$ cat config.mk
export PLATFORM = sky130hd
export DESIGN_NAME = beam_thresh_loader
export DESIGN_NICKNAME = d
export VERILOG_FILES = /design/src/rtl/beam_thresh_pkg.sv /design/src/rtl/beam_thresh_shadow.sv /design/src/rtl/beam_thresh_loader.sv
export SDC_FILE = /design/constraint.sdc
export NUM_CORES = 1
export LEC_CHECK = 0
export ABC_CLOCK_PERIOD_IN_PS = 3300
export CORE_ASPECT_RATIO = 0.9
export CORE_MARGIN = 2
export CORE_UTILIZATION = 40
export DETAILED_ROUTE_END_ITERATION = 7
export PLACE_DENSITY = 0.68
export RECOVER_POWER = 50
export SLEW_MARGIN = 20
export SYNTH_ARGS = -nofsm -noshare
export SYNTH_HDL_FRONTEND = slang
export SYNTH_HIERARCHICAL = 1
export SYNTH_SLANG_ARGS = --single-unit
export TNS_END_PERCENT = 10
$ cat constraint.sdc
create_clock -name clk_i -period 3.3 [get_ports clk_i]
set_input_delay 0.495 -clock clk_i [delete_from_list [all_inputs] [get_ports clk_i]]
set_output_delay 0.495 -clock clk_i [all_outputs]
set_load 0.02 [all_outputs]
$ cat src/rtl/beam_thresh_pkg.sv
`default_nettype none
// ============================================================================
// Module      : beam_thresh_pkg
// Description : Shared types and constants for the beam threshold loader:
//               threshold type and loader state encodings, default widths.
// Revision    : 1.0 - initial release
// ============================================================================
package beam_thresh_pkg;

    // Threshold type index on the 36-bit cascade bus
    typedef enum logic {
        TRIG  = 1'b0,
        SERVO = 1'b1
    } thresh_type_e;

    // Loader sequencing states
    typedef enum logic [2:0] {
        LS_IDLE   = 3'd0,
        LS_LOAD   = 3'd1,
        LS_SETTLE = 3'd2,
        LS_UPDATE = 3'd3,
        LS_DONE   = 3'd4
    } loader_state_e;

    localparam int          TBITS_C          = 18;
    localparam logic [17:0] DEFAULT_THRESH_C = 18'h3FFFF;

endpackage : beam_thresh_pkg
`default_nettype wire

$ cat src/rtl/beam_thresh_shadow.sv
`default_nettype none
// ============================================================================
// Module      : beam_thresh_shadow
// Description : NTYPES x NBEAMS shadow threshold register file. One write
//               port, a per-beam streaming read port returning every type at
//               once, and an optional registered readback port.
// Config      : BEAM_THRESH_READBACK_EN adds the readback port.
// Revision    : 1.0 - initial release
// ============================================================================
module beam_thresh_shadow
    import beam_thresh_pkg::*;
#(
    parameter int               NBEAMS         = 2,
    parameter int               NTYPES         = 2,
    parameter int               TBITS          = TBITS_C,
    parameter logic [TBITS-1:0] DEFAULT_THRESH = DEFAULT_THRESH_C,
    localparam int              AW             = (NBEAMS > 1) ? $clog2(NBEAMS) : 1
) (
    input  logic                    clk_i,
    input  logic                    rst_ni,
    input  logic                    wr_i,
    input  logic [AW-1:0]           wr_addr_i,
    input  logic                    wr_sel_i,
    input  logic [TBITS-1:0]        wr_data_i,
    input  logic [AW-1:0]           strm_addr_i,
    output logic [NTYPES*TBITS-1:0] strm_data_o
`ifdef BEAM_THRESH_READBACK_EN
    ,
    input  logic [AW-1:0]           rd_addr_i,
    input  logic                    rd_sel_i,
    output logic [TBITS-1:0]        rd_data_o
`endif
);

    logic [TBITS-1:0] mem_q  [NTYPES][NBEAMS];
    logic [TBITS-1:0] strm_w [NTYPES];

    // Entry storage; addresses with no matching beam simply match nothing
    always_ff @(posedge clk_i or negedge rst_ni) begin
        if (!rst_ni) begin
            for (int t = 0; t < NTYPES; t++) begin
                for (int b = 0; b < NBEAMS; b++) begin
                    mem_q[t][b] <= DEFAULT_THRESH;
                end
            end
        end else if (wr_i) begin
            for (int t = 0; t < NTYPES; t++) begin
                for (int b = 0; b < NBEAMS; b++) begin
                    if ((wr_sel_i == 1'(t)) && (wr_addr_i == AW'(b))) begin
                        mem_q[t][b] <= wr_data_i;
                    end
                end
            end
        end
    end

    // Streaming read: all types of the selected beam, zero if out of range
    always_comb begin
        for (int t = 0; t < NTYPES; t++) begin
            strm_w[t] = '0;
            for (int b = 0; b < NBEAMS; b++) begin
                if (strm_addr_i == AW'(b)) begin
                    strm_w[t] = mem_q[t][b];
                end
            end
        end
    end

    generate
        for (genvar t = 0; t < NTYPES; t++) begin : g_strm
            assign strm_data_o[t*TBITS +: TBITS] = strm_w[t];
        end
    endgenerate

`ifdef BEAM_THRESH_READBACK_EN
    logic [TBITS-1:0] rd_d;
    logic [TBITS-1:0] rd_q;

    // Readback mux; an address beyond the last beam returns zero
    always_comb begin
        rd_d = '0;
        for (int t = 0; t < NTYPES; t++) begin
            for (int b = 0; b < NBEAMS; b++) begin
                if ((rd_sel_i == 1'(t)) && (rd_addr_i == AW'(b))) begin
                    rd_d = mem_q[t][b];
                end
            end
        end
    end

    // Readback data registered: valid one cycle after the address
    always_ff @(posedge clk_i or negedge rst_ni) begin
        if (!rst_ni) begin
            rd_q <= '0;
        end else begin
            rd_q <= rd_d;
        end
    end

    assign rd_data_o = rd_q;
`endif

endmodule : beam_thresh_shadow
`default_nettype wire

$ cat src/rtl/beam_thresh_loader.sv
`default_nettype none
// ============================================================================
// Module      : beam_thresh_loader
// Description : Owns the threshold load path of the dual-beam trigger array.
//               On commit, streams shadow thresholds into the DSP cascade
//               (highest beam first), waits SETTLE_CYCLES, then pulses the
//               update strobe so every beam switches on the same cycle.
//               Commits arriving while busy collapse into a single reload.
// Config      : BEAM_THRESH_READBACK_EN adds shadow readback and loaded_o.
// Revision    : 1.0 - initial release
// ============================================================================
module beam_thresh_loader
    import beam_thresh_pkg::*;
#(
    parameter int               NBEAMS         = 2,
    parameter int               NTYPES         = 2,
    parameter int               TBITS          = TBITS_C,
    parameter int               SETTLE_CYCLES  = 3,
    parameter logic [TBITS-1:0] DEFAULT_THRESH = DEFAULT_THRESH_C,
    localparam int              AW             = (NBEAMS > 1) ? $clog2(NBEAMS) : 1
) (
    input  logic                    clk_i,
    input  logic                    rst_ni,
    input  logic                    cfg_wr_i,
    input  logic [AW-1:0]           cfg_addr_i,
    input  logic                    cfg_sel_i,
    input  logic [TBITS-1:0]        cfg_data_i,
    input  logic                    cfg_commit_i,
    input  logic [NTYPES-1:0]       cfg_mask_i,
`ifdef BEAM_THRESH_READBACK_EN
    input  logic [AW-1:0]           cfg_rd_addr_i,
    input  logic                    cfg_rd_sel_i,
    output logic [TBITS-1:0]        cfg_rdata_o,
    output logic                    loaded_o,
`endif
    output logic                    busy_o,
    output logic                    done_o,
    output logic [NTYPES*TBITS-1:0] thresh_o,
    output logic [NTYPES-1:0]       thresh_wr_o,
    output logic [NTYPES-1:0]       thresh_update_o
);

    localparam logic [2:0] ST_IDLE   = LS_IDLE;
    localparam logic [2:0] ST_LOAD   = LS_LOAD;
    localparam logic [2:0] ST_SETTLE = LS_SETTLE;
    localparam logic [2:0] ST_UPDATE = LS_UPDATE;
    localparam logic [2:0] ST_DONE   = LS_DONE;

    localparam logic [3:0]    SETTLE_C   = 4'(SETTLE_CYCLES);
    localparam logic [AW-1:0] LAST_BEAM_C = AW'(NBEAMS - 1);

    logic [2:0]               state_q,  state_d;
    logic [AW-1:0]            cnt_q,    cnt_d;
    logic [3:0]               settle_q, settle_d;
    logic [NTYPES-1:0]        mask_q,   mask_d;
    logic                     pend_q,   pend_d;
    logic [NTYPES-1:0]        pmask_q,  pmask_d;
    logic                     busy_q,   busy_d;
    logic                     done_q,   done_d;
    logic [NTYPES-1:0]        wr_q,     wr_d;
    logic [NTYPES-1:0]        upd_q,    upd_d;
    logic [NTYPES*TBITS-1:0]  thresh_q, thresh_d;

    logic [NTYPES*TBITS-1:0]  strm_data_w;
    logic [NTYPES-1:0]        start_mask_w;

    beam_thresh_shadow #(
        .NBEAMS         (NBEAMS),
        .NTYPES         (NTYPES),
        .TBITS          (TBITS),
        .DEFAULT_THRESH (DEFAULT_THRESH)
    ) u_shadow (
        .clk_i       (clk_i),
        .rst_ni      (rst_ni),
        .wr_i        (cfg_wr_i),
        .wr_addr_i   (cfg_addr_i),
        .wr_sel_i    (cfg_sel_i),
        .wr_data_i   (cfg_data_i),
        .strm_addr_i (cnt_q),
`ifdef BEAM_THRESH_READBACK_EN
        .rd_addr_i   (cfg_rd_addr_i),
        .rd_sel_i    (cfg_rd_sel_i),
        .rd_data_o   (cfg_rdata_o),
`endif
        .strm_data_o (strm_data_w)
    );

    // Mask for a sequence launched from IDLE: fresh commit plus anything pending
    assign start_mask_w = (cfg_mask_i & {NTYPES{cfg_commit_i}}) | pmask_q;

    // Sequencer next-state and registered-output logic
    always_comb begin
        state_d  = state_q;
        cnt_d    = cnt_q;
        settle_d = settle_q;
        mask_d   = mask_q;
        pend_d   = pend_q;
        pmask_d  = pmask_q;
        busy_d   = busy_q;
        thresh_d = thresh_q;
        done_d   = 1'b0;
        wr_d     = '0;
        upd_d    = '0;

        // Commits outside IDLE (DONE included) queue up for one reload
        if (cfg_commit_i && (state_q != ST_IDLE)) begin
            pend_d  = 1'b1;
            pmask_d = pmask_q | cfg_mask_i;
        end

        case (state_q)
            ST_IDLE: begin
                if (cfg_commit_i || pend_q) begin
                    mask_d   = start_mask_w;
                    pend_d   = 1'b0;
                    pmask_d  = '0;
                    busy_d   = 1'b1;
                    cnt_d    = LAST_BEAM_C;
                    settle_d = SETTLE_C;
                    state_d  = (start_mask_w == '0) ? ST_DONE : ST_LOAD;
                end
            end
            ST_LOAD: begin
                wr_d     = mask_q;
                thresh_d = strm_data_w;
                if (cnt_q == '0) begin
                    state_d = (SETTLE_C == 4'd0) ? ST_UPDATE : ST_SETTLE;
                end else begin
                    cnt_d = cnt_q - AW'(1);
                end
            end
            ST_SETTLE: begin
                settle_d = settle_q - 4'd1;
                if (settle_q <= 4'd1) begin
                    state_d = ST_UPDATE;
                end
            end
            ST_UPDATE: begin
                upd_d   = mask_q;
                state_d = ST_DONE;
            end
            ST_DONE: begin
                done_d  = 1'b1;
                busy_d  = 1'b0;
                state_d = ST_IDLE;
            end
            default: begin
                state_d = ST_IDLE;
                busy_d  = 1'b0;
            end
        endcase
    end

    // State and output registers; reset abandons any sequence in flight
    always_ff @(posedge clk_i or negedge rst_ni) begin
        if (!rst_ni) begin
            state_q  <= ST_IDLE;
            cnt_q    <= '0;
            settle_q <= '0;
            mask_q   <= '0;
            pend_q   <= 1'b0;
            pmask_q  <= '0;
            busy_q   <= 1'b0;
            done_q   <= 1'b0;
            wr_q     <= '0;
            upd_q    <= '0;
            thresh_q <= '0;
        end else begin
            state_q  <= state_d;
            cnt_q    <= cnt_d;
            settle_q <= settle_d;
            mask_q   <= mask_d;
            pend_q   <= pend_d;
            pmask_q  <= pmask_d;
            busy_q   <= busy_d;
            done_q   <= done_d;
            wr_q     <= wr_d;
            upd_q    <= upd_d;
            thresh_q <= thresh_d;
        end
    end

`ifdef BEAM_THRESH_READBACK_EN
    logic loaded_q;

    // Sticky flag raised together with the first update pulse after reset
    always_ff @(posedge clk_i or negedge rst_ni) begin
        if (!rst_ni) begin
            loaded_q <= 1'b0;
        end else if (state_q == ST_UPDATE) begin
            loaded_q <= 1'b1;
        end
    end

    assign loaded_o = loaded_q;
`endif

    assign busy_o          = busy_q;
    assign done_o          = done_q;
    assign thresh_o        = thresh_q;
    assign thresh_wr_o     = wr_q;
    assign thresh_update_o = upd_q;

endmodule : beam_thresh_loader
`default_nettype wire

* Yosys cells after proc, flatten, opt, wreduce, memory -nomap -nowiden *
Cells that the tools add are included.

word-level totals
  flip-flop bits (word level) = 127
  input port bits = 26

operators by class
  $add $sub $neg = 2
  $lt $le $gt $ge = 1
  equality and inequality tests = 7
  mux-type cells = 22
  bitwise operators = 6
  reduce and logical (&&, ||, !) cells = 21

operators by type and width
  kind                   count
  $mux W18               2
  $reduce_and A2 Y1      8
  $mux W3                4
  $pmux W3 S4            1
  $mux W2                5
  $pmux W4 S2            1
  $eq A3 B2 Y1 const B   2
  $mux W1                6
  $ne A2 B2 Y1 const B   3
  $logic_and A1 B1 Y1    5
  $le A4 B1 Y1 const B   1
  $mux W4                1
  $or A2 B2 Y2           2
  $pmux W1 S2            2
  $reduce_bool A2 Y1     2
  $sub A4 B1 Y4 const B  1
  $eq A3 B1 Y1 const B   1
  $eq A3 B3 Y1 const B   1
  $logic_not A3 Y1       1
  $not A1 Y1             3
  $reduce_and A3 Y1      1
  $reduce_bool A3 Y1     1
  $reduce_or A3 Y1       1
  $and A2 B2 Y2          1
  3 further kinds        3

* Logic depth before layout (Yosys ltp) *
  word-level depth = 6
  depth in mapped cells = 6

* Hierarchy *
The synthesis kept the hierarchy.

by module, submodules not included
  module              times used  cells an instance  area each (µm²)  sequential area each (µm²)
  beam_thresh_shadow  1           193                3,213.1          1,891.8
  beam_thresh_loader  1           153                2,235.9          1,376.3

* Least setup slack after synthesis *
Ideal clock, no wire load.

  path type = register -> register
  start = register cnt_q
  end = register thresh_q[10] (netlist: thresh_o[10])
  library setup time = 125 ps
  data arrival time = 1,328 ps
  data required time = 3,175 ps
  slack = 1,847 ps
  stages on the path, launching flop included = 5
  buffers on the path = 2
  path through = dfrtp_1 > buf_2 > buf_2 > mux2_2 > mux2_2

between the ends
  cells in the longest elaborated chain, start to end = 1

ends and longest elaborated chain
  what                       RTL line                   RTL
  start: declaration         beam_thresh_loader.sv:53   logic [AW-1:0] cnt_q, cnt_d;
  start signal: assignment   beam_thresh_loader.sv:170  cnt_q <= cnt_d;
  $mux W18                   beam_thresh_shadow.sv:62   if (strm_addr_i == AW'(b)) begin
  named net strm_data_w[10]  beam_thresh_loader.sv:64   logic [NTYPES*TBITS-1:0] strm_data_w;
  end signal: assignment     beam_thresh_loader.sv:179  thresh_q <= thresh_d;
  end: declaration           beam_thresh_loader.sv:62   logic [NTYPES*TBITS-1:0] thresh_q, thresh_d;

The timed path passes the listed nets, and every way through them passes these cells.
A chain may end at the register's enable or synchronous reset.

* Worst setup path in the final report *
  start = input port cfg_wr_i
  end = register u_shadow/mem_q[70] (netlist name)

between the ends
  cells in the longest elaborated chain, start to end = 1

ends and longest elaborated chain
  what                            RTL line                  RTL
  start: declaration              beam_thresh_loader.sv:24  input logic cfg_wr_i,
  $reduce_and A2 Y1 (no line)     -
  end signal: indexed assignment  beam_thresh_shadow.sv:50  mem_q[t][b] <= wr_data_i;
  end: declaration                beam_thresh_shadow.sv:35  logic [TBITS-1:0] mem_q [NTYPES][NBEAMS];

Every way passes these cells.

==> metrics.yaml <==
final_layout:
  layout.nets: 448
  fin_util_pct: 51.3
  fill_cells: 1117
  num_antenna_cells: 0
  multi_input_area_mm2: 0.00202
  syn_to_final_growth_pct: 25.3
  drive_gt1_share_pct: 58.0
  seqCellArea_mm2: 0.00327
critical_path:
  crit_buf_inv: 2
  cp_data_arrival_time_ns: 2.74
  path_delay_family: "buffers and inverters"
  crit_path_end_kind: "register"
  critPathKind: "in -> reg"
  cp_data_required_time_ns: 3.63
  slowest_stage: "clkbuf_1"
  cpPeakStageDelay_ns: 0.97
  path_depth: 4
  start_kind: "primary input"
  crit_chain: "dlygate4sd3_1 -> nor3b_1 -> clkbuf_1 -> mux2_2"
  r2r_cells: 2
  worstPathMaxFanout: 18
sta:
  rsz0062_at_grt: "no"
  hold_viol: 0
  tns_ns: 0
  worst_pin_slew_ns: 1.70
  min_period_over_period_pct: 73.0
  maxSlewViolCount: 69
  slew_headroom_pct: -13.5
  clock_skew_ns: 0.0109
  fin_crit_ns: 2.41
  setup-violations-final: 0
  max_freq_mhz: 415
power:
  p_sw_uw: 1900
  p_int_uw: 4700
  power_frac_comb_pct: 32.9
  leakagePower_uw: 0.00279
  p_sw_share_pct: 28.8
  vdd_drop_max_uv: 371
  p_seq_share_pct: 38.7
  power_frac_clock_pct: 28.3
  p_per_area_mw_per_mm2: 967
logic_synthesis:
  syn_avg_cell_area_um2: 15.7
  synth_top_family_by_area: "multiplexers"
  synth_fp_nets: 374
  ys_warn_count: 6
  async_reset_ff_share_pct: 100
  synthMuxAreaShare_pct: 30.6
  synth.area.top_cells: "dfstp_2 (35%), mux2_2 (28%), dfrtp_1 (25%)"
  synthSimpleGateAreaFrac_pct: 3.70
  syn_inst: 346
  synth-xor-area-share_pct: 0.321
  synth_compound_area_share_pct: 2.11
  synth_edf_count: 0
  synthAdderAreaFrac_pct: 0.459
  synth-seq-cells: 127
  netlist.area_leader.share_pct: 34.7
  ys_top_cells_by_count: "mux2_2 (137), dfstp_2 (72), dfrtp_1 (55), nor2_1 (8), mux2_4 (7)"
  synth_area_leader_cell: "dfstp_2"
  yosysMostFrequentCell: "mux2_2"
  synth_area_mm2: 0.00545
  synth_cell_types: 36
  yosysSeqAreaShare_pct: 60.0
  synthFlopType: "dfstp_2"
die:
  rows: 40
  start_util_pct: 40.9
  io_pins: 68
  die-area_mm2: 0.0146
  fp.dieH_um: 115
  die_w_um: 127
  core_mm2: 0.0133
global_routing:
  grt_max_degree: 52
  grt_pass1_vias: 3399
  track_usage_pct: 15.3
  grt_overflow: 0
  grt_pass1_wl_mm: 17.0
  antenna_found_initial: 0
run_status:
  violations: "capacitance limit, slew limit"
  outcome: "finished, violations left"
job:
  maxCapViolations: 2
clocking:
  cts_buffers: 17
  cts_root_buf: "clkbuf_16"
  htree_levels: 4
  max-clock-path-buffers: 2
  postCtsSetupBuffers: 0
  clk_pin_slew_ns: 0.05
  clock_latency_ns: 0.41
  cts_tree: "done"
  cts_sinks: 127
  ctsHoldBuffers: 0
  cts.repair.resized: 0
routing:
  drt-initial-drc-count: 147
  vias: 3022
  drt-total-wl_mm: 10.2
  wl_per_cell_um: 17.0
  dr.pass1.iters: 4
  drc: 0
  ant_nets: 0
  via_per_inst: 5.03
placement:
  port_buffers: 67
  dp_hpwl_mm: 6.57
  globalplace.congestion: 0.761
min_path:
  hp-class: "in -> async"
-- state kept, by name (all words and copies together), names as in the netlist --
name / cells
state_q: 3
u_shadow/mem_q: 72
pend_q: 1
cnt_q: 1
thresh_update_o: 2
pmask_q: 2
done_o: 1
thresh_o: 36
settle_q: 4
busy_o: 1
mask_q: 2
thresh_wr_o: 2
-- metrics by stage --
| step | cell area [µm²] | setup slack [ns] | hold WS, ns | instances | power, µW |
|---|---|---|---|---|---|
| 2_1_floorplan | 5450 | 1.85 | 0.199 | 346 | 3970 |
| 3_3_place_gp | 6240 | 1.12 | 0.490 | 569 | 4720 |
| 3_5_place_dp | 6240 | 1.10 | 0.495 | 569 | 4780 |
| 4_1_cts | 6850 | 1.20 | 0.121 | 601 | 6690 |
| 5_1_grt | 6830 | 0.772 | 0.137 | 601 | 6970 |
| 6_report | 6830 | 0.890 | 0.101 | 601 | 6600 |
-- routing by layer --
metal	track usage (%)	up-vias	part of all wire, %	routed length, µm
met1	18.2	1554	44	4460
met5	0	-	0	0
li1	-	1393	-	-
met2	25.4	62	50	5100
met4	5.05	0	1.2	119
met3	6.54	13	5.3	538
-- worst register-to-register path: stages, from the launching register on --
cell	delay, ns
dfrtp_1	1.48
mux2_2	0.48
mux2_4	0.26
-- cells by family after synthesis --
kind of cell             count (synthesis)
multiplexers                           146
flip-flops                             127
AND/OR/NAND/NOR                         30
buffers and inverters                   21
AO/OA/AOI/OAI                           18
XOR/XNOR                                 2
adder cells (fa/ha/maj)                  2
-- cell usage in the layout, fill, tap and decap left out, types with 3 or more instances in the layout --
cell               n
clkbuf_16         17
o21ai_0            7
nor2_1             8
clkbuf_8           7
and2_1             3
nor3_1             3
inv_1              4
a21oi_1            4
clkdlybuf4s50_1   64
dfrtp_1           55
mux2_4             7
mux2_2           137
clkbuf_1           8
dfstp_2           72
-- power by group through the flow --
stage	logic [µW]	clock network, µW	registers (µW)
6_report	2170	1870	2550
5_1_grt	2340	2000	2640
4_1_cts	2210	1920	2570
3_5_place_dp	2190	0	2590
3_3_place_gp	2150	0	2570
2_1_floorplan	1270	0	2710
-- final timing paths --
kind | startpoint | to | slack [ns]
max | cfg_wr_i | u_shadow/mem_q[70] | 0.89
min | rst_ni | thresh_o[27] | 0.10
max reg2reg | cnt_q | thresh_o[31] | 0.96
min reg2reg | thresh_o[10] | thresh_o[10] | 0.50
max in group asynchronous | rst_ni | thresh_o[18] | 1.35
min in group clk_i | thresh_o[10] | thresh_o[10] | 0.50
-- cell type report --
class / instances / area share, %
clock buffer: 28 / 7.86
multi-input combinational: 198 / 29.6
sequential: 127 / 47.9
clock inverter: 4 / 1.06
inverter: 4 / 0.220
timing repair buffer: 72 / 10.3
tap: 168 / 3.08
(Power assumes the default switching activity.)
==> patch (config.mk and constraints unchanged) <==
Add an input register stage for `cfg_wr_i`, `cfg_addr_i`, `cfg_sel_i`, `cfg_data_i`, `cfg_commit_i` and `cfg_mask_i`, without a reset; this delays them by one clock.
--- a/src/rtl/beam_thresh_loader.sv
+++ b/src/rtl/beam_thresh_loader.sv
@@ -49,6 +49,22 @@
     localparam logic [3:0]    SETTLE_C   = 4'(SETTLE_CYCLES);
     localparam logic [AW-1:0] LAST_BEAM_C = AW'(NBEAMS - 1);
 
+    logic cfg_wr_q;
+    logic [AW-1:0] cfg_addr_q;
+    logic cfg_sel_q;
+    logic [TBITS-1:0] cfg_data_q;
+    logic cfg_commit_q;
+    logic [NTYPES-1:0] cfg_mask_q;
+
+    always_ff @(posedge clk_i) begin
+        cfg_wr_q     <= cfg_wr_i;
+        cfg_addr_q   <= cfg_addr_i;
+        cfg_sel_q    <= cfg_sel_i;
+        cfg_data_q   <= cfg_data_i;
+        cfg_commit_q <= cfg_commit_i;
+        cfg_mask_q   <= cfg_mask_i;
+    end
+
     logic [2:0]               state_q,  state_d;
     logic [AW-1:0]            cnt_q,    cnt_d;
     logic [3:0]               settle_q, settle_d;
@@ -72,10 +88,10 @@
     ) u_shadow (
         .clk_i       (clk_i),
         .rst_ni      (rst_ni),
-        .wr_i        (cfg_wr_i),
-        .wr_addr_i   (cfg_addr_i),
-        .wr_sel_i    (cfg_sel_i),
-        .wr_data_i   (cfg_data_i),
+        .wr_i        (cfg_wr_q),
+        .wr_addr_i   (cfg_addr_q),
+        .wr_sel_i    (cfg_sel_q),
+        .wr_data_i   (cfg_data_q),
         .strm_addr_i (cnt_q),
 `ifdef BEAM_THRESH_READBACK_EN
         .rd_addr_i   (cfg_rd_addr_i),
@@ -86,7 +102,7 @@
     );
 
     // Mask for a sequence launched from IDLE: fresh commit plus anything pending
-    assign start_mask_w = (cfg_mask_i & {NTYPES{cfg_commit_i}}) | pmask_q;
+    assign start_mask_w = (cfg_mask_q & {NTYPES{cfg_commit_q}}) | pmask_q;
 
     // Sequencer next-state and registered-output logic
     always_comb begin
@@ -103,14 +119,14 @@
         upd_d    = '0;
 
         // Commits outside IDLE (DONE included) queue up for one reload
-        if (cfg_commit_i && (state_q != ST_IDLE)) begin
+        if (cfg_commit_q && (state_q != ST_IDLE)) begin
             pend_d  = 1'b1;
-            pmask_d = pmask_q | cfg_mask_i;
+            pmask_d = pmask_q | cfg_mask_q;
         end
 
         case (state_q)
             ST_IDLE: begin
-                if (cfg_commit_i || pend_q) begin
+                if (cfg_commit_q || pend_q) begin
                     mask_d   = start_mask_w;
                     pend_d   = 1'b0;
                     pmask_d  = '0;
Function: changed (a bounded check fails within 4 cycles, from zero or initial values and one cycle with rst_ni low).
==> patch against the original RTL <==
  * Area after synthesis up 7.8%
  * Wire length is 7.4% higher
  * Sequential cell count up 24
  * Die area up 7.5%
  * Worst setup slack improved by 300 ps
  * Global-route usage decreased by 0.21 points
  * Cell area up 7.1%
  * Critical endpoint is now u_shadow/mem_q[68]
  * Power is 5.2% higher
==> patch: results (changes against the original RTL) <==
Run status
  – Run status: completed

Detailed routing
  – DRT Pass-1 Iters: 4 (unchanged)
  – DRT iter0 DRCs: 179 (+22%)
  – Routed len/inst: 16.8 µm (-1.3%)
  – Via/cell ratio: 4.96 (-1.4%)

Placement
  – Placer Congestion: 0.752 (-1.2%)
  – Half-perimeter wire length after detailed placement: 6690 µm (+1.9%)
  – DP Cell Count: 622 (+9.3%)
  – IO buf count: 67 (unchanged)

Global route
  – Number of global-route vias before repair: 3565 (+4.9%)
  – Met1 Use GR: 19.0% (+0.85 points)
  – GRT met3 Usage: 5.19% (-1.3 points)
  – Total GRT Usage: 15.1% (-0.21 points)
  – Grt met2 use: 24.3% (-1.1 points)
  – First-pass GRT wire length: 18200 µm (+6.9%)
  – Initial antenna violation count: 0 (unchanged)
  – Pin count of the biggest net entering global routing: 70 (+35%)

Clocking
  – Clk slew on worst S/H paths: about 60 ps
  – Cts repair resizes: 0 (unchanged)
  – Worst-Skew Late Latency: 410 ps (about the same)
  – H-tree depth: 4 (unchanged)
  – Clock buffer depth: 2 (unchanged)
  – CTS Buf Count: 17 (unchanged)

Power
  – Max VDD drop: 430 µV (+16%)
  – Power Sequential: 2930 µW (+15%)
  – Leak Pwr: 0.00295 µW (+5.7%)
  – Psw: 2030 µW (+7.2%)
  – Clock power share: 27.2% (-1.1 points)

Yosys
  – Xor/xnor share of the synthesized area: 0% (-0.32 points)
  – Mux contribution to synthesized area: 28.2% (-2.4 points)
  – Area contributors post-synth: dfstp_2 (32%), mux2_2 (28%), dfrtp_1 (23%)
  – Synth top cells by count: mux2_2 (146), dfstp_2 (72), dfrtp_1 (55)
  – Distinct cells, synth: 34 (-5.6%)
  – Async set-or-reset flop fraction in the synthesized netlist: 84.1% (-16 points)
  – Synth Area in Compound Gates: 2.09% (-0.025 points)
  – Synthesized-area fraction occupied by adder cells: 0.426% (-0.033 points)
  – Mean Syn Cell Area: 15.7 µm² (-0.29%)
  – Sequential share of the synthesized area: 63.8% (+3.8 points)
  – Syn nets: 402 (+7.5%)

Worst setup path
  – Worst path max stage delay: 990 ps (+20 ps)
  – R2r setup slk: 1190 ps (+230 ps)
  – Crit-path leading delay family: buffers and inverters
  – Worst setup path startpoint: cfg_wr_q
  – Crit Path Max Fanout: 18 (unchanged)
  – Slowest stage cell, crit path: clkbuf_1
  – Crit path DAT: 2440 ps (-300 ps)

Final layout
  – Max reg flops: 72 (unchanged)
  – Largest register by flop count: u_shadow/mem_q
  – Fillcell total: 1199 (+7.3%)
  – Layout net count: 476 (+6.3%)
  – Final cell count without fillers: 654 (+8.8%)
  – Share of cells above drive strength 1: 56.0% (-2.0 points)

STA
  – Max-slew headroom: 3.31% (+17 points)
  – Skew final: 6.71 ps (-4.23 ps)

Min path
  – Tightest Hold Check Type: input pin to async pin
[patch: worst register-to-register path: cells and delay by family (launching register included)]
| kind | cells | cell delay (ps) |
|---|---|---|
| buffers and inverters | 1 | 990 |
| DFF | 1 | 420 |
| muxes | 1 | 440 |
| and+or+nand+nor | 1 | 190 |
[patch: kinds of logic (layout without fill, tap and decap cells)]
| kind of cell | Yosys count | count (layout) |
|---|---|---|
| multiplexers | 147 | 147 |
| AND/OR/NAND/NOR | 35 | 35 |
| buffers and inverters | 18 | 105 |
| AO/OA/AOI/OAI | 21 | 21 |
| flip-flops | 151 | 151 |
| adder cells (fa/ha/maj) | 2 | 2 |
[patch: area by class of cell]
class | instances | share of cell area, %
Sequential cell | 151 | 51.3
Tap cell | 193 | 3.30
Clock buffer | 24 | 6.73
Clock inverter | 8 | 1.30
Multi-Input combinational cell | 205 | 27.6
Inverter | 2 | 0.103
Timing Repair Buffer | 71 | 9.64
[patch: final timing paths]
| check | to | cells after the start |
|---|---|---|
| max | u_shadow/mem_q[68] | 3 |
| min reg2reg | thresh_o[9] | 1 |
| min | thresh_o[6] | 1 |
| max reg2reg | u_shadow/mem_q[68] | 3 |
| min in group clk_i | thresh_o[9] | 1 |
| max in group asynchronous | u_shadow/mem_q[19] | 2 |
[patch: through the flow]
stage	utilization, %	power [µW]	setup WS, ps	instance area [µm²]	hold slack [ps]
final	51.4	6940	1190	7310	418
after global routing	51.4	7330	1100	7310	520
after CTS	51.5	7050	1340	7320	161
after detailed placement	47.4	5120	1450	6730	495
after global placement	47.4	5040	1470	6730	491
after floorplan	-	4250	1820	5870	199
[patch: routing by layer]
metal | share of wire (%) | routed length [µm]
met2 | 48 | 5310
met1 | 46 | 5050
met4 | 1.2 | 134
met5 | 0 | 0
met3 | 4.3 | 474
